File: config.mk
export PLATFORM = sky130hd
export DESIGN_NAME = frame_l3_tx
export DESIGN_NICKNAME = d
export VERILOG_FILES = /design/src/rtl/frame_l3_pkg.sv /design/src/rtl/ipv4_csum.sv /design/src/rtl/frame_l3_tx.sv
export SDC_FILE = /design/constraint.sdc
export NUM_CORES = 1
export LEC_CHECK = 0
export ABC_AREA = 1
export ABC_CLOCK_PERIOD_IN_PS = 8200
export CAP_MARGIN = 40
export CORE_ASPECT_RATIO = 0.7
export CORE_MARGIN = 4
export CORE_UTILIZATION = 25
export DETAILED_ROUTE_END_ITERATION = 12
export GPL_TIMING_DRIVEN = 1
export PLACE_DENSITY_LB_ADDON = 0.05
export SYNTH_ARGS = -nofsm -noshare
export SYNTH_HDL_FRONTEND = slang
export SYNTH_SLANG_ARGS = --single-unit
export TNS_END_PERCENT = 30
File: constraint.sdc
create_clock -name Clk -period 8.2 [get_ports Clk]
set_input_delay 1.64 -clock Clk [delete_from_list [all_inputs] [get_ports Clk]]
set_output_delay 1.64 -clock Clk [all_outputs]
set_load 0.005 [all_outputs]
File: src/rtl/frame_l3_pkg.sv
// frame_l3_pkg: shared states, IPv4 header constants and the ones-complement fold helper.
package frame_l3_pkg;
  typedef enum logic [2:0] {IDLE, CSUM1, CSUM2, CSUM3, HEADER, PAYLOAD} state_t;
  localparam logic [7:0] VER_IHL = 8'h45;
  localparam logic [7:0] TOS = 8'h00;
  localparam logic [15:0] FLAGS_FRAG = 16'h4000;
  localparam logic [7:0] TTL = 8'h40;
  localparam int HDR_LEN = 20;
  localparam logic [15:0] MAX_PAYLOAD = 16'd65515;
  function automatic logic [31:0] fold(input logic [31:0] x);
    return {16'h0, x[31:16]} + {16'h0, x[15:0]};
  endfunction
endpackage

File: src/rtl/ipv4_csum.sv
// ipv4_csum: nine-word header sum, single fold of an accumulator and final inversion.
module ipv4_csum
  import frame_l3_pkg::*;
(
  input  logic [143:0] words,
  input  logic [31:0]  acc,
  output logic [31:0]  sum,
  output logic [31:0]  folded,
  output logic [15:0]  csum
);
  always_comb begin
    sum = '0;
    for (int i = 0; i < 9; i++) sum = sum + {16'h0, words[16*i +: 16]};
  end
  assign folded = fold(acc);
  assign csum = ~folded[15:0];
endmodule

File: src/rtl/frame_l3_tx.sv
// frame_l3_tx: IPv4 transmit framer, builds a 20-byte header then forwards the L4 payload.
// Define IP_ID_COUNT_EN for an incrementing identification field; otherwise ID is always zero.
module frame_l3_tx
  import frame_l3_pkg::*;
(
  input  logic        Clk,
  input  logic        Rst,
  input  logic        StartIn,
  input  logic [15:0] LenIn,
  input  logic [7:0]  ProtoIn,
  input  logic [31:0] LocalIPIn,
  input  logic [31:0] RemoteIPIn,
  input  logic [47:0] RemoteMACIn,
  input  logic        SoFIn,
  input  logic        EoFIn,
  input  logic        ValIn,
  input  logic        ErrIn,
  input  logic [7:0]  DataIn,
  output logic        ReadyOut,
  output logic        BusyOut,
  output logic        SoFOut,
  output logic        EoFOut,
  output logic        ValOut,
  output logic        ErrOut,
  output logic [7:0]  DataOut,
  output logic [47:0] RemoteMACOut
);
  state_t state, nxt;
  logic [4:0] idx, sel;
  logic [15:0] len_r, cnt, cnt_nxt, tot, id, csum_r, csum;
  logic [7:0] proto_r, hdr_byte, data_n;
  logic [31:0] src, dst, acc, sum, folded;
  logic [159:0] hdr;
  logic err_seen, accept, last_hdr, len_zero, oversize;
  logic sof_n, eof_n, err_n, val_n;
  logic unused_sof;
  // Payload SoF carries no meaning here: the header already opens the packet.
  assign unused_sof = SoFIn;
`ifdef IP_ID_COUNT_EN
  logic [15:0] id_cnt;
  always_ff @(posedge Clk or posedge Rst)
    if (Rst) id_cnt <= '0;
    else if (last_hdr) id_cnt <= id_cnt + 16'd1;
  assign id = id_cnt;
`else
  assign id = '0;
`endif
  assign ReadyOut = state == PAYLOAD;
  assign BusyOut = state != IDLE;
  assign accept = ValIn && ReadyOut;
  assign last_hdr = state == HEADER && idx == 5'(HDR_LEN - 1);
  assign len_zero = len_r == '0;
  assign oversize = len_r > MAX_PAYLOAD;
  assign cnt_nxt = cnt + 16'd1;
  assign tot = oversize ? 16'hFFFF : len_r + 16'(HDR_LEN);
  assign hdr = {VER_IHL, TOS, tot, id, FLAGS_FRAG, TTL, proto_r, csum_r, src, dst};
  assign sel = 5'(HDR_LEN - 1) - idx;
  assign hdr_byte = hdr[{sel, 3'b000} +: 8];
  ipv4_csum u_csum (
    .words ({VER_IHL, TOS, tot, id, FLAGS_FRAG, TTL, proto_r, src, dst}),
    .acc   (acc),
    .sum   (sum),
    .folded(folded),
    .csum  (csum)
  );
  always_comb begin
    nxt = state;
    sof_n = 1'b0;
    eof_n = 1'b0;
    err_n = 1'b0;
    val_n = 1'b0;
    data_n = '0;
    case (state)
      IDLE: nxt = StartIn ? CSUM1 : IDLE;
      CSUM1: nxt = CSUM2;
      CSUM2: nxt = CSUM3;
      CSUM3: nxt = HEADER;
      HEADER: begin
        nxt = last_hdr ? (len_zero ? IDLE : PAYLOAD) : HEADER;
        val_n = 1'b1;
        data_n = hdr_byte;
        sof_n = idx == '0;
        eof_n = last_hdr && len_zero;
      end
      PAYLOAD: begin
        nxt = (accept && EoFIn) ? IDLE : PAYLOAD;
        val_n = accept;
        data_n = accept ? DataIn : '0;
        eof_n = accept && EoFIn;
        err_n = eof_n && (err_seen || ErrIn || cnt_nxt != len_r || oversize);
      end
      default: nxt = IDLE;
    endcase
  end
  always_ff @(posedge Clk or posedge Rst)
    if (Rst) begin
      state <= IDLE;
      idx <= '0;
      len_r <= '0;
      proto_r <= '0;
      src <= '0;
      dst <= '0;
      acc <= '0;
      csum_r <= '0;
      cnt <= '0;
      err_seen <= 1'b0;
      SoFOut <= 1'b0;
      EoFOut <= 1'b0;
      ValOut <= 1'b0;
      ErrOut <= 1'b0;
      DataOut <= '0;
      RemoteMACOut <= '0;
    end else begin
      state <= nxt;
      SoFOut <= sof_n;
      EoFOut <= eof_n;
      ValOut <= val_n;
      ErrOut <= err_n;
      DataOut <= data_n;
      idx <= state == HEADER ? idx + 5'd1 : '0;
      if (state == IDLE && StartIn) begin
        len_r <= LenIn;
        proto_r <= ProtoIn;
        src <= LocalIPIn;
        dst <= RemoteIPIn;
        RemoteMACOut <= RemoteMACIn;
        cnt <= '0;
        err_seen <= 1'b0;
      end
      if (state == CSUM1) acc <= sum;
      if (state == CSUM2) acc <= folded;
      if (state == CSUM3) csum_r <= csum;
      if (accept) begin
        cnt <= cnt_nxt;
        err_seen <= err_seen | ErrIn;
      end
    end
endmodule

==> flow_summary.json, run 1 <==
{
  "setup_tns_ns": 0,
  "drc": 0,
  "ys.flop_type": "dfrtp_1",
  "r2r_slack_ns": 2.62,
  "end_kind": "register",
  "synth.yosys.seq_area_share": 0.402,
  "grt-ovfl-total": 0,
  "dp_hpwl_mm": 36.0,
  "rr_startpoint": "dst[16]",
  "drt_iter0_drc": 936,
  "critical_path_class": "reg -> reg",
  "cts.repair.resized": 0,
  "routed_via_density": 4.61,
  "hold_buffers": 0,
  "synth_cell_types": 46,
  "min_path_type": "reg -> reg",
  "grt_usage": 0.170,
  "synth_cells": 1669,
  "route.detailed.wl_per_inst_um": 18.5,
  "cts.root.buffer_cell": "clkbuf_16",
  "core_area_um2": 51000,
  "hold_path.startpoint": "RemoteMACOut[27]",
  "syn_area_um2": 13000,
  "antenna_found_initial": 1,
  "finalHoldViolations": 0,
  "fin_crit_ns": 5.58,
  "cts_tree": "done",
  "drv_slew": 0,
  "maxCapViolCount": 0,
  "finClkSkew_ns": 0.0170,
  "worst_pin_slew_ns": 1.06,
  "holdWs_ns": 0.474,
  "io_buffers": 211,
  "final_antenna_net_count": 0,
  "maxSlewHeadroom": 0.293,
  "whs_endpoint": "RemoteMACOut[27]",
  "clk_pin_slew_ns": 0.06,
  "clk_latency_ns": 0.57,
  "syn_to_final_growth_pct": 28.9,
  "std_cell_rows": 69,
  "avgSynthCellArea_um2": 7.77,
  "synth-async-reset-ratio": 1.00,
  "via_count": 11787,
  "holdPathStages": 2,
  "nets": 2113,
  "worstPathCellList": "ha_1 > inv_1 > fa_1 > o21ai_0 > a21oi_1 > o21bai_1 > xnor2_1 > inv_1 > fa_1 > fa_1 > inv_1 > fa_1 > inv_1 > ha_1 > a21oi_1 > a21boi_1 > o21ai_1 > a21oi_1 > xor2_1 > o21bai_1",
  "die_h_um": 199,
  "critPathTopFamily": "adder cells",
  "period_share": 0.681,
  "synth_nets": 1919,
  "cpPeakStageDelay_ns": 0.55,
  "synth_area_leader_cell": "dfrtp_1",
  "clockBufferDepth": 3,
  "mostFrequentLayoutCell": "nand2_1",
  "rsz0062_at_grt": "false",
  "setup_viol": 0,
  "cts_setup_buffers": 0,
  "cp.arrival_ns": 6.01,
  "final_cell_mix": "595 x nand2_1, 211 x clkdlybuf4s50_1, 208 x dfrtp_1, 187 x inv_1, 111 x o21ai_0",
  "gp_congestion": 0.895,
  "crit_slowest_cell": "fa_1",
  "r2r.worst_path.cells": 20,
  "grt_pass1_vias": 11948,
  "post-route-util": 0.327,
  "cp.buffers_inverters": 4,
  "nFillCells": 5476,
  "grt_pass1_wl_mm": 73.1,
  "synth-seq-cells": 208,
  "drt-pass1-iter-count": 6,
  "setup.worst_path.start_class": "register",
  "final_cells": 2559,
  "start_util": 0.254,
  "dieArea_um2": 55600,
  "cp_max_fo": 4,
  "io_pins": 213,
  "ys_top_cells_by_area": "dfrtp_1 40%, nand2_1 17%, fa_1 6.5%",
  "max_freq_ghz": 0.179,
  "yosysTopAreaCellShare": 0.402,
  "h-tree-depth": 1,
  "timing.rr.end": "acc[11]",
  "cts.sinks": 208,
  "grt_max_degree": 170,
  "ys_warn_count": 0,
  "synth_edf_count": 0,
  "cts_buffers": 28,
  "status": "completed",
  "die_w_um": 280,
  "routed_wl_mm": 47.4,
  "worstPathRequired_ns": 8.63,
  "drive_gt1_frac": 0.0531,
  "dp_cells": 2507
}
-- layer usage --
metal	GRT usage	up-vias	wire length, µm
met3	0.0351	49	3350
met5	0	-	0
met4	0.0272	0	699
met1	0.263	5625	24300
li1	-	5747	-
met2	0.247	366	19000
-- worst min-delay path: cells and delay by family (launching register included) --
kind	cells	cell delay (ns)
AND/OR/NAND/NOR	2	0.11
flip-flops	1	0.33
-- logic make-up after synthesis --
family          synth area share
buf+inv                   0.0773
fa+ha+maj                  0.120
xor+xnor                  0.0297
simple gates               0.259
flops                      0.402
compound gates             0.112
-- cell usage after synthesis, types with 5 or more instances --
library cell	number
nor2_4	5
o21bai_1	5
o22ai_1	48
nor4_1	5
dfrtp_1	208
nand2_1	595
a31oi_1	8
xor2_1	34
inv_2	13
xnor2_1	10
inv_1	188
clkbuf_1	26
nand4_1	21
nor2_1	64
nand2_2	11
o211ai_1	8
o21ai_1	11
ha_1	57
o21ai_0	111
buf_2	20
fa_1	42
a21oi_1	57
nand3_1	68
nor3_1	13
nor2_2	6
-- through the flow --
stage               setup WS, ns  instance area [µm²]
floorplan                  0.879                13000
global placement            2.74                15800
detailed placement          2.72                15800
CTS                         2.71                16700
global route                2.34                16700
finish                      2.62                16700
-- cell type report --
| class | instances | area (µm²) | area share |
|---|---|---|---|
| diodes | 1 | 2.50 | 0.000150 |
| clock buffers | 40 | 787 | 0.0471 |
| clock inverters | 11 | 160 | 0.00959 |
| inverters | 201 | 767 | 0.0459 |
| multi-input cells | 1208 | 6770 | 0.405 |
| flip-flops and latches | 208 | 5200 | 0.312 |
| well taps | 674 | 843 | 0.0505 |
| repair buffers | 216 | 2170 | 0.130 |
-- worst max-delay path by stage --
stage | start | to | slack (ns) | depth (start not counted)
3_3_place_gp | dst[16] | acc[11] | 2.74 | 20
5_1_grt | dst[0] | acc[11] | 2.34 | 20
3_5_place_dp | dst[16] | acc[11] | 2.72 | 20
4_1_cts | dst[16] | acc[11] | 2.71 | 20
2_1_floorplan | Rst | DataOut[0] | 0.88 | 1
6_report | dst[16] | acc[11] | 2.62 | 20
-- state kept, by name, indices dropped and copies added, names as in the netlist, 16 cells and up --
register	cells
dst	32
cnt	16
acc	19
RemoteMACOut	48
len_r	16
src	32
csum_r	16
Power of run 1 is not shown: default switching activity piles up to over one toggle a cycle in this logic, so the estimate is an artifact.
==> inputs of run 2 (changes only) <==
--- a/config.mk
+++ b/config.mk
@@ -6,7 +6,7 @@
 export NUM_CORES = 1
 export LEC_CHECK = 0
 export ABC_AREA = 1
-export ABC_CLOCK_PERIOD_IN_PS = 8200
+export ABC_CLOCK_PERIOD_IN_PS = 4700
 export CAP_MARGIN = 40
 export CORE_ASPECT_RATIO = 0.7
 export CORE_MARGIN = 4
==> constraint.sdc (replaced) <==
create_clock -name Clk -period 4.7 [get_ports Clk]
set_input_delay 0.94 -clock Clk [delete_from_list [all_inputs] [get_ports Clk]]
set_output_delay 0.94 -clock Clk [all_outputs]
set_load 0.005 [all_outputs]
==> run 2 against run 1 <==
Worst setup slack lost 2.5 ns. Clock-buffer cell count shrank 6. Via count grew 1.6%. Die area is the same. Clock skew shrank 0.0019 ns. Register-to-register slack lost 2.5 ns. First-iteration DRC count shrank 20%. Design area grew 6.9%. Utilization grew 2.3 points. Sequential share of layout area shrank 2.0 points. Wire length grew 2.2%. Largest cell class unchanged. Highest routed layer unchanged.
==> flow_summary.json, run 2 (synthesis gave the netlist of run 1 again) <==
{
  "drc": 0,
  "critical_path_class": "reg -> reg",
  "dieArea_um2": 55600,
  "end_kind": "register",
  "h-tree-depth": 1,
  "maxSlewHeadroom": 0.443,
  "antenna_found_initial": 0,
  "layout.area.seq_um2": 5200,
  "r2r_slack_ns": 0.10,
  "via_count": 11981,
  "min_path_type": "reg -> reg",
  "io_pins": 213,
  "r2r.worst_path.cells": 26,
  "drv_slew": 0,
  "status": "completed",
  "maxCapViolCount": 0,
  "core_area_um2": 51000,
  "grt_usage": 0.173,
  "hold_path.startpoint": "RemoteMACOut[33]",
  "grt_pass1_wl_mm": 74.4,
  "io_buffers": 211,
  "die_w_um": 280,
  "worstPathRequired_ns": 5.14,
  "final_cell_mix": "582 x nand2_1, 211 x clkdlybuf4s50_1, 208 x dfrtp_1, 179 x inv_1, 102 x o21ai_0",
  "route.detailed.wl_per_inst_um": 18.3,
  "cp.arrival_ns": 5.04,
  "grt-ovfl-total": 0,
  "cpPeakStageDelay_ns": 0.56,
  "drt_iter0_drc": 748,
  "final_antenna_net_count": 0,
  "holdWs_ns": 0.475,
  "critPathTopFamily": "adder cells",
  "cp_max_fo": 4,
  "max_freq_ghz": 0.217,
  "dp_hpwl_mm": 37.4,
  "cts_tree": "done",
  "drt-pass1-iter-count": 5,
  "holdPathStages": 2,
  "die_h_um": 199,
  "clk_latency_ns": 0.56,
  "grt_pass1_vias": 12149,
  "dpl_worst_slack_ns": -0.330,
  "routed_via_density": 4.53,
  "nFillCells": 5385,
  "clockBufferDepth": 3,
  "reg_top3": "RemoteMACOut: 48 flops, dst: 32 flops, src: 32 flops",
  "fin_crit_ns": 4.60,
  "worst_pin_slew_ns": 0.836,
  "whs_endpoint": "RemoteMACOut[33]",
  "std_cell_rows": 69,
  "mostFrequentLayoutCell": "nand2_1",
  "crit_slowest_cell": "fa_1",
  "dp_cells": 2592,
  "drive_gt1_frac": 0.142,
  "final_cells": 2645,
  "setup_viol": 0,
  "cts.sinks": 208,
  "cts_buffers": 26,
  "nets": 2203,
  "routed_wl_mm": 48.5,
  "regMostFlops": "RemoteMACOut",
  "multi_input_area_um2": 7350,
  "rsz0062_at_grt": "true",
  "cp.buffers_inverters": 4,
  "start_util": 0.254,
  "syn_to_final_growth_pct": 37.8,
  "clk_pin_slew_ns": 0.06,
  "rr_startpoint": "dst[18]",
  "setup_ws_ns": 0.101,
  "grt_max_degree": 138,
  "largest_reg_flops": 48,
  "cts.root.buffer_cell": "clkbuf_16",
  "finalHoldViolations": 0,
  "finClkSkew_ns": 0.0150,
  "setup.worst_path.start_class": "register",
  "gp_congestion": 0.885,
  "period_share": 0.978,
  "timing.rr.end": "acc[18]",
  "diodes": 0
}
==> run 2: cell count changes in the layout (fill, tap and decap cells not counted), moves of 9 or more <==
cell     change
ha_1        -18
a21oi_2     +13
buf_4       +89
a21oi_1     -17
ha_4        +16
nand2_1     -13
o21ai_0      -9
nand2_2     +11
==> run 2: worst register-to-register path, stage by stage, from the launching register on <==
cell	delay (ns)
dfrtp_1	0.41
ha_4	0.27
a21oi_2	0.15
nand2_2	0.09
buf_6	0.13
nand2_2	0.05
o211ai_1	0.10
nand2_1	0.09
nand2_1	0.07
nand2_1	0.09
nand2_2	0.07
nand2_2	0.07
nand2_2	0.05
xor2_2	0.16
fa_2	0.54
inv_2	0.04
fa_2	0.33
fa_1	0.56
inv_2	0.05
ha_4	0.23
buf_4	0.15
nand2_1	0.15
nor3_2	0.08
a21oi_1	0.23
o21ai_0	0.11
o21ai_0	0.16
nand2_1	0.07
==> run 2: layout make-up <==
cell class                      count  area share
Timing Repair Buffer              308       0.160
Inverter                          201      0.0427
Tap cell                          674      0.0472
Clock inverter                     12     0.00742
Clock buffer                       34      0.0398
Sequential cell                   208       0.291
Multi-Input combinational cell   1208       0.411
==> run 2: metrics by stage <==
step / area, µm² / setup TNS, ns / utilization
after floorplan: 13000 / 0 / -
after global placement: 16400 / -2.66 / 0.321
after detailed placement: 16400 / -2.65 / 0.321
after CTS: 17400 / -0.0656 / 0.340
after global routing: 17900 / -0.753 / 0.350
final: 17900 / 0 / 0.350
==> run 2: how the worst max path moves through the flow <==
stage	slack, ns	cells after the start	start	end
after floorplan	0.02	21	dst[0]	acc[15]
after global placement	-0.34	20	dst[0]	acc[7]
after detailed placement	-0.33	20	dst[16]	acc[11]
after CTS	-0.04	20	dst[16]	acc[11]
after global routing	-0.12	26	dst[18]	acc[15]
final	0.10	26	dst[18]	acc[18]
==> run 2: timing repair <==
| item | CTS | global route |
|---|---|---|
| gates resized for setup | 27 | 93 |
| buffers inserted | 0 | 8 |
| hold buffers | 0 | 0 |
| pin swaps | 9 | 50 |
| setup endpoints to repair | 13 | 15 |
==> run 2: per-layer routing <==
metal / GRT usage / up-vias / part of all wire
met3: 0.0293 / 35 / 0.056
li1: - / 5915 / -
met2: 0.254 / 319 / 0.41
met4: 0.0233 / 0 / 0.014
met1: 0.272 / 5712 / 0.52
met5: 0 / - / 0
Power of run 2 is left out for the same reason.
==> inputs of run 3 (changes only) <==
--- a/config.mk
+++ b/config.mk
@@ -14,6 +14,7 @@
 export DETAILED_ROUTE_END_ITERATION = 12
 export GPL_TIMING_DRIVEN = 1
 export PLACE_DENSITY_LB_ADDON = 0.05
+export SETUP_SLACK_MARGIN = 0.05
 export SYNTH_ARGS = -nofsm -noshare
 export SYNTH_HDL_FRONTEND = slang
 export SYNTH_SLANG_ARGS = --single-unit
==> run 3 against run 2 <==
Register-to-register slack better by 0.05 ns. Worst hold slack hardly changed. Worst setup slack better by 0.048 ns. Critical path depth is 6 lower. Critical endpoint is now acc[11].
==> flow_summary.json, run 3 (synthesis gave the netlist of run 1 again) <==
{
  "status": "completed",
  "reg_top3": "RemoteMACOut: 48 flops, dst: 32 flops, src: 32 flops",
  "diodes": 0,
  "final_cells": 2645,
  "final_cell_mix": "582 x nand2_1, 211 x clkdlybuf4s50_1, 208 x dfrtp_1, 180 x inv_1, 101 x o21ai_0",
  "nets": 2203,
  "rr_startpoint": "dst[16]",
  "worstPathCellList": "ha_2 > inv_2 > fa_2 > o21ai_2 > a21oi_2 > o21bai_2 > xnor2_1 > inv_1 > fa_1 > fa_1 > inv_2 > fa_1 > inv_2 > ha_4 > a21oi_4 > a21boi_4 > o21ai_2 > a21oi_2 > xor2_2 > o21bai_1",
  "grt_max_degree": 138,
  "largest_reg_flops": 48,
  "period_share": 0.968,
  "cts.sinks": 208,
  "critPathTopFamily": "adder cells",
  "std_cell_rows": 69,
  "start_util": 0.254,
  "cts_tree": "done",
  "critical_path_class": "reg -> reg",
  "whs_endpoint": "RemoteMACOut[33]",
  "drt-pass1-iter-count": 5,
  "cts_buffers": 26,
  "holdPathStages": 2,
  "layout.area.seq_um2": 5200,
  "cpPeakStageDelay_ns": 0.57,
  "dp_cells": 2592,
  "maxCapViolCount": 0,
  "setup.worst_path.start_class": "register",
  "finalHoldViolations": 0,
  "worst_pin_slew_ns": 0.840,
  "crit_slowest_cell": "fa_1",
  "clk_pin_slew_ns": 0.06,
  "io_buffers": 211,
  "setup_viol": 0,
  "gp_congestion": 0.885,
  "cp.arrival_ns": 4.97,
  "rsz0062_at_grt": "true",
  "via_count": 12034,
  "routed_via_density": 4.55,
  "setup_ws_ns": 0.150,
  "routed_wl_mm": 48.6,
  "r2r.worst_path.cells": 20,
  "core_area_um2": 51000,
  "final_antenna_net_count": 0,
  "max_freq_ghz": 0.220,
  "route.detailed.wl_per_inst_um": 18.4,
  "hold_buffers": 0,
  "clk_latency_ns": 0.57,
  "hold_path.startpoint": "RemoteMACOut[33]",
  "grt_usage": 0.173,
  "cp_max_fo": 3,
  "min_path_type": "reg -> reg",
  "io_pins": 213,
  "die_w_um": 280,
  "grt-ovfl-total": 0,
  "worstPathRequired_ns": 5.12,
  "finClkSkew_ns": 0.0221,
  "grt_pass1_wl_mm": 74.5,
  "cts.root.buffer_cell": "clkbuf_16",
  "mostFrequentLayoutCell": "nand2_1",
  "antenna_found_initial": 0,
  "clockBufferDepth": 3,
  "fin_crit_ns": 4.55,
  "die_h_um": 199,
  "drv_slew": 0,
  "timing.rr.end": "acc[11]",
  "regMostFlops": "RemoteMACOut",
  "drive_gt1_frac": 0.145,
  "cp.buffers_inverters": 4,
  "multi_input_area_um2": 7340,
  "syn_to_final_growth_pct": 37.8,
  "dp_hpwl_mm": 37.4,
  "h-tree-depth": 1,
  "drt_iter0_drc": 771,
  "drc": 0,
  "nFillCells": 5404,
  "r2r_slack_ns": 0.15,
  "grt_pass1_vias": 12148,
  "dieArea_um2": 55600,
  "maxSlewHeadroom": 0.440,
  "end_kind": "register",
  "dpl_worst_slack_ns": -0.330
}
run 3: cell counts in the layout (fill, tap and decap cells not counted):
No cell type changed its count.
run 3: what timing repair did:
item / in CTS / in global routing
resized for setup: 45 / 80
pin swaps: 28 / 40
cloned: 0 / 0
setup buffers: 1 / 6
endpoints found under the setup margin: 14 / 14
run 3: metal layers:
metal | global-route usage | vias to the layer above | routed length, µm
met1 | 0.272 | 5774 | 25300
met3 | 0.0292 | 33 | 2680
met2 | 0.254 | 309 | 20000
met4 | 0.0233 | 0 | 614
met5 | 0 | - | 0
li1 | - | 5918 | -
run 3: how the worst max path moves through the flow:
stage / startpoint / to / cells past startpoint
after CTS: dst[16] / acc[12] / 24
after global placement: dst[0] / acc[7] / 20
after global routing: dst[16] / acc[12] / 24
after detailed placement: dst[16] / acc[11] / 20
after floorplan: dst[0] / acc[15] / 21
final: dst[16] / acc[11] / 20
run 3: tightest hold or removal path, delay by kind of cell, from the launching register on:
kind          cells  cell delay, ns
flops             1            0.34
simple gates      2            0.11
run 3: stage by stage:
step / hold WS, ns / setup TNS, ns / utilization / instance area, µm²
after global routing: 0.494 / -0.881 / 0.350 / 17900
after floorplan: 0.448 / 0 / - / 13000
after global placement: 0.461 / -2.66 / 0.321 / 16400
after detailed placement: 0.468 / -2.65 / 0.321 / 16400
after CTS: 0.482 / 0 / 0.342 / 17500
final: 0.475 / 0 / 0.350 / 17900
run 3: final cells by class:
type | count | share of cell area
Tap cell | 674 | 0.0472
Inverter | 201 | 0.0427
Sequential cell | 208 | 0.291
Clock buffer | 34 | 0.0398
Timing Repair Buffer | 308 | 0.160
Multi-Input combinational cell | 1208 | 0.411
Clock inverter | 12 | 0.00743
Power of run 3 is left out for the same reason.
==> edit 1: new RTL, flow settings as in run 3 <==
One comparison of `idx` changes from == to >=.
--- a/src/rtl/frame_l3_tx.sv
+++ b/src/rtl/frame_l3_tx.sv
@@ -49,5 +49,5 @@
   assign BusyOut = state != IDLE;
   assign accept = ValIn && ReadyOut;
-  assign last_hdr = state == HEADER && idx == 5'(HDR_LEN - 1);
+  assign last_hdr = state == HEADER && idx >= 5'(HDR_LEN - 1);
   assign len_zero = len_r == '0;
   assign oversize = len_r > MAX_PAYLOAD;
Function: no difference found for any inputs over 10 cycles, from zero or initial values and one cycle with Rst high; that may be too few to reach the edited logic, so the function may still have changed.
==> edit 1 against run 3 <==
Routed wire length rose by 5.5%; clock skew fell by 0.012 ns; setup slack got worse by 0.063 ns; critical endpoint is now acc[15]; maximum frequency fell by 1.4%; sequential cell count did not move; synthesized area rose by 0.45%; via count rose by 2.2%; critical path type unchanged; critical path depth rose by 3; design area rose by 1.4%; global-route usage rose by 1.0 points.
Power is not shown: default switching activity piles up to over one toggle a cycle in this logic, so the estimate is an artifact.
==> edit 1: results (changes against run 3) <==
- Diodes inserted: 0 (unchanged)
- Final HPWL DP: 39600 um (was 37400 um)
- Later-pin clock latency in the skew report: 0.56 ns
- Port buffer count: 211 (unchanged)
- Drt first pass iters: 5 (unchanged)
- Area Growth Syn to Fin: 39.0% (was 37.8%)
- First-pass GRT wire length: 78300 um (was 74500 um)
- H-tree levels: 1 (unchanged)
- Initial antenna violation count: 0 (unchanged)
- Critical path data arrival time: 5.06 ns (was 4.97 ns)
- Reg2reg path depth: 23 (was 20)
- Gpl congestion: 0.859 (was 0.885)
- Number of global-route vias before repair: 12500 (was 12100)
- Vias per std cell: 4.58 (was 4.55)
- Fin nets: 2240 (was 2203)
- Clk pin slew, worst setup/hold paths: 0.06 ns (about the same)
- Max Root-Sink Buffers: 3 (unchanged)
- Commonest cells post-synth: 601 x nand2_1, 208 x dfrtp_1, 200 x inv_1 (was 595 x nand2_1, 208 x dfrtp_1, 188 x inv_1)
- Crit path kind: flip-flop to flip-flop (unchanged)
- Number of buffers created by CTS: 26 (unchanged)
- Sequential element share of the synthesized area: 40.0% (was 40.2%)
- Iteration-0 DRC Markers: 814 (was 771)
- FFs w/ async S/R, synth: 100% (unchanged)
- Routed len/inst: 19.1 um (was 18.4 um)
- Synth area leaders: dfrtp_1 40%, nand2_1 17%, fa_1 6.5%, inv_1 5.8%, ha_1 5.5% (was dfrtp_1 40%, nand2_1 17%, fa_1 6.5%, ha_1 5.5%, inv_1 5.4%)
- Run status: complete, no violations (unchanged)
- R2R Setup Slk: 0.09 ns (was 0.15 ns)
- Largest net degree at the start of global routing: 100 (was 138)
- Skew final: 0.00968 ns (was 0.0221 ns)
- WHS: 0.477 ns (was 0.475 ns)
- Yosys warning count: 0 (unchanged)
- Crit-path max FO: 4 (was 3)
- Worst reg2reg endpoint: acc[15] (was acc[11])
- Biggest regs: RemoteMACOut x48, dst x32, src x32 (unchanged)
- Placed instance area: 0.0165 mm^2 (was 0.0164 mm^2)
- Root Buffer: clkbuf_16 (unchanged)
- Layout fillers: 5411 (was 5404)
- Worst hold path class: flip-flop to flip-flop (unchanged)
- Worst r2r src: dst[16] (unchanged)
- Syn Nets: 1954 (was 1919)
- Biggest register: RemoteMACOut (unchanged)
- Netlist cell types: 48 (was 46)
- Actual slew at the worst max-slew pin: 0.808 ns (was 0.840 ns)
- GRT Resource Usage Total: 18.3% (was 17.3%)
- Layout cell share with drive strength beyond 1: 14.6% (was 14.5%)
==> edit 1: cell type report <==
class                   instances  area share, %
clock buffers                  33           4.08
clock inverters                15           1.02
multi-input cells            1231           40.9
inverters                     213           4.46
flip-flops and latches        208           28.7
well taps                     674           4.66
repair buffers                310           16.1
==> edit 1: kinds of logic after synthesis <==
logic type	synth area share, %
and+or+nand+nor	26.7
buffers and inverters	7.94
AOI/OAI and AO/OA	11.0
DFF	40.0
adders and majority gates	11.9
xor gates and xnor gates	2.49
==> edit 1: worst min-delay path by stage <==
stage                startpoint                to  cells after the start
2_1_floorplan        csum_r[14]        csum_r[14]                      2
3_3_place_gp   RemoteMACOut[46]  RemoteMACOut[46]                      2
3_5_place_dp    RemoteMACOut[2]   RemoteMACOut[2]                      2
4_1_cts         RemoteMACOut[2]   RemoteMACOut[2]                      2
5_1_grt         RemoteMACOut[2]   RemoteMACOut[2]                      2
6_report        RemoteMACOut[2]   RemoteMACOut[2]                      2
==> edit 1: repair_timing <==
action	in CTS	in global routing
pin swaps	7	69
buffers inserted	0	8
gates resized for setup	30	107
setup endpoints to repair	14	14
==> edit 1: worst max-delay path, cell delays in order, from the launching register on <==
cell and delay [ns]:
dfrtp_1 0.36, ha_2 0.20, inv_2 0.04, fa_2 0.41
o21ai_4 0.20, a21oi_2 0.07, o21bai_1 0.21, xnor2_1 0.16
inv_1 0.10, fa_2 0.48, fa_1 0.51, inv_1 0.05
fa_1 0.49, inv_2 0.05, ha_4 0.24, a21oi_4 0.13
o21ai_1 0.08, nand2_1 0.13, nand3_4 0.10, a21o_1 0.20
a21oi_1 0.10, o21ai_0 0.09, nand2_1 0.06, nand2_1 0.04
==> edit 1: layer usage <==
layer,global-route usage (%),up-vias,wire [um]
li1,-,6047,-
met1,29.3,5883,27400
met2,25.7,335,20200
met3,3.72,39,3130
met4,2.33,0,582
met5,0,-,0
==> edit 1: stage by stage <==
stage               setup WS (ns)  instances  TNS [ns]
global route               -0.154       2684    -0.960
global placement           -0.396       2627     -2.67
CTS                        0.0363       2677         0
floorplan                  0.0547       1704         0
finish                     0.0864       2684         0
detailed placement         -0.453       2629     -3.52
==> edit 2: new RTL, settings of run 3 <==
Made on the original files. Add a define of `IP_ID_COUNT_EN`.
--- a/src/rtl/frame_l3_tx.sv
+++ b/src/rtl/frame_l3_tx.sv
@@ -1,4 +1,6 @@
 // frame_l3_tx: IPv4 transmit framer, builds a 20-byte header then forwards the L4 payload.
 // Define IP_ID_COUNT_EN for an incrementing identification field; otherwise ID is always zero.
+`define IP_ID_COUNT_EN
+
 module frame_l3_tx
   import frame_l3_pkg::*;
Behaviour: no difference found for any inputs over 4 cycles, from zero or initial values and one cycle with Rst high; that may be too few to reach the edited logic, so the function may still have changed.
==> edit 2 against run 3 <==
Sequential cell count grew 16; die area grew 9.8%; cell count grew 11%; clock skew shrank 0.011 ns; synthesized area grew 10%; setup slack gained 0.044 ns; non-clock buffer count grew 58; design area grew 13%; routed wire length grew 17%; synthesized cell count grew 11%.
Power is not shown: default switching activity piles up to over one toggle a cycle in this logic, so the estimate is an artifact.
==> edit 2: results (changes against run 3) <==
- Post-Route WL: 56600 um (was 48600 um)
- Fin nets: 2444 (was 2203)
- Startpoint of the lowest-slack hold path: RemoteMACOut[34] (was RemoteMACOut[33])
- Synth area leaders: dfrtp_1 39%, nand2_1 17%, fa_1 8.1%, inv_1 5.6%, ha_1 4.7% (was dfrtp_1 40%, nand2_1 17%, fa_1 6.5%, ha_1 5.5%, inv_1 5.4%)
- Met2 Use GR: 25.5% (was 25.4%)
- Run status: complete, no violations (unchanged)
- Yosys warning count: 0 (unchanged)
- Pre-CTS setup slack: -0.302 ns (was -0.330 ns)
- Worst hold path class: flip-flop to flip-flop (unchanged)
- Diodes inserted: 0 (unchanged)
- Grt met3 use: 3.41% (was 2.92%)
- Number of buffers created by CTS: 28 (was 26)
- Worst rel slew slack: 48.5% (was 44.0%)
- Skew final: 0.0112 ns (was 0.0221 ns)
- First-pass GRT wire length: 85700 um (was 74500 um)
- Clk pin slew, worst setup/hold paths: 0.06 ns (about the same)
- R2R Setup Slk: 0.19 ns (was 0.15 ns)
- Crit-path max FO: 4 (was 3)
- Sequential element share of the synthesized area: 39.2% (was 40.2%)
- Largest net degree at the start of global routing: 75 (was 138)
- Biggest regs: RemoteMACOut x48, dst x32, src x32 (unchanged)
- Hold Path Stages: 2 (unchanged)
- GRT Resource Usage Total: 18.3% (was 17.3%)
- Syn Nets: 2109 (was 1919)
- Port buffer count: 211 (unchanged)
- Critical path data arrival time: 5.01 ns (was 4.97 ns)
- Main synth FF type: dfrtp_1 (unchanged)
- Worst r2r src: len_r[2] (was dst[16])
- Root Buffer: clkbuf_16 (unchanged)
- Netlist cell types: 44 (was 46)
- Reg2reg path depth: 24 (was 20)
- Drt first pass iters: 5 (unchanged)
- WHS: 0.478 ns (was 0.475 ns)
- M1 GR Usage: 29.4% (was 27.2%)
- Number of global-route vias before repair: 13700 (was 12100)
- Later-pin clock latency in the skew report: just under 0.6 ns
- Layout fillers: 5865 (was 5404)
- Worst reg2reg endpoint: acc[16] (was acc[11])
- Hold Path End: RemoteMACOut[34] (was RemoteMACOut[33])
- FFs w/ async S/R, synth: 100% (unchanged)
- Iteration-0 DRC Markers: 830 (was 771)
- H-tree levels: 1 (unchanged)
- Commonest cells post-synth: 647 x nand2_1, 224 x dfrtp_1, 214 x inv_1 (was 595 x nand2_1, 208 x dfrtp_1, 188 x inv_1)
- Max Root-Sink Buffers: 3 (unchanged)
- Initial antenna violation count: 0 (unchanged)
- Layout cell share with drive strength beyond 1: 16.7% (was 14.5%)
- Vias: 13500 (was 12000)
- Final HPWL DP: 43800 um (was 37400 um)
- Gpl congestion: 0.850 (was 0.885)
[edit 2: changes by cell type after synthesis, sizes merged, moves of 6 or more]
cell and change:
nand2 +48, nand3 +37, o22ai -29, nor2 +25
o21ai -19, dfrtp +16, fa +16, inv +14
o221ai +11, xor2 +9, a21oi +8, nor3 +8
a31oi +6, o211ai +6
[edit 2: what timing repair did]
action / in CTS / in global routing
setup endpoints to repair: 14 / 15
pin swaps: 23 / 76
resized for setup: 60 / 135
setup buffers: 1 / 9
[edit 2: worst max-delay path: stages (launching register included)]
cell     delay, ns
dfrtp_1       0.42
ha_4          0.17
nor2_2        0.06
nor2_4        0.15
nand2_4       0.08
buf_4         0.14
nor2_1        0.15
nand2_1       0.07
nand2_1       0.09
nand3_1       0.09
buf_4         0.18
fa_1          0.46
fa_1          0.49
inv_1         0.05
fa_1          0.52
inv_1         0.04
ha_1          0.30
buf_4         0.16
nand2_1       0.08
o21ai_1       0.12
a31oi_4       0.18
nand2_1       0.07
nand2_1       0.07
nand3_2       0.14
a21oi_2       0.16
[edit 2: cell type report]
class,count,share of cell area (%)
clock inverter,8,0.472
tap,740,4.60
inverter,219,4.13
timing repair buffer,366,16.7
clock buffer,43,4.22
sequential,224,27.9
multi-input combinational,1342,42.0
[edit 2: how the worst max path moves through the flow]
stage / startpoint / to / slack [ns] / cells after the start
after floorplan: dst[0] / acc[17] / 0.28 / 19
after CTS: len_r[2] / acc[9] / 0.02 / 23
after detailed placement: dst[0] / acc[17] / -0.30 / 19
after global routing: dst[18] / acc[16] / -0.04 / 21
final: len_r[2] / acc[16] / 0.19 / 24
after global placement: dst[0] / acc[17] / -0.28 / 19
[edit 2: through the flow]
step | TNS (ns) | util, % | std cells | instance area (um^2)
3_3_place_gp | -2.27 | 32.6 | 2879 | 18200
2_1_floorplan | 0 | - | 1846 | 14300
4_1_cts | 0 | 34.9 | 2933 | 19500
3_5_place_dp | -2.12 | 32.7 | 2881 | 18200
5_1_grt | -0.141 | 36.0 | 2942 | 20100
6_report | 0 | 36.0 | 2942 | 20100
[edit 2: metal layers]
| metal | wire [um] | vias up |
|---|---|---|
| li1 | - | 6565 |
| met1 | 30500 | 6538 |
| met2 | 22300 | 317 |
| met3 | 3040 | 52 |
| met4 | 807 | 0 |
| met5 | 0 | - |
[edit 2: cells by family after synthesis]
| logic type | share of synthesized area (%) |
|---|---|
| xor gates and xnor gates | 3.19 |
| buffers and inverters | 7.72 |
| and+or+nand+nor | 27.4 |
| adders and majority gates | 12.9 |
| DFF | 39.2 |
| AOI/OAI and AO/OA | 9.64 |
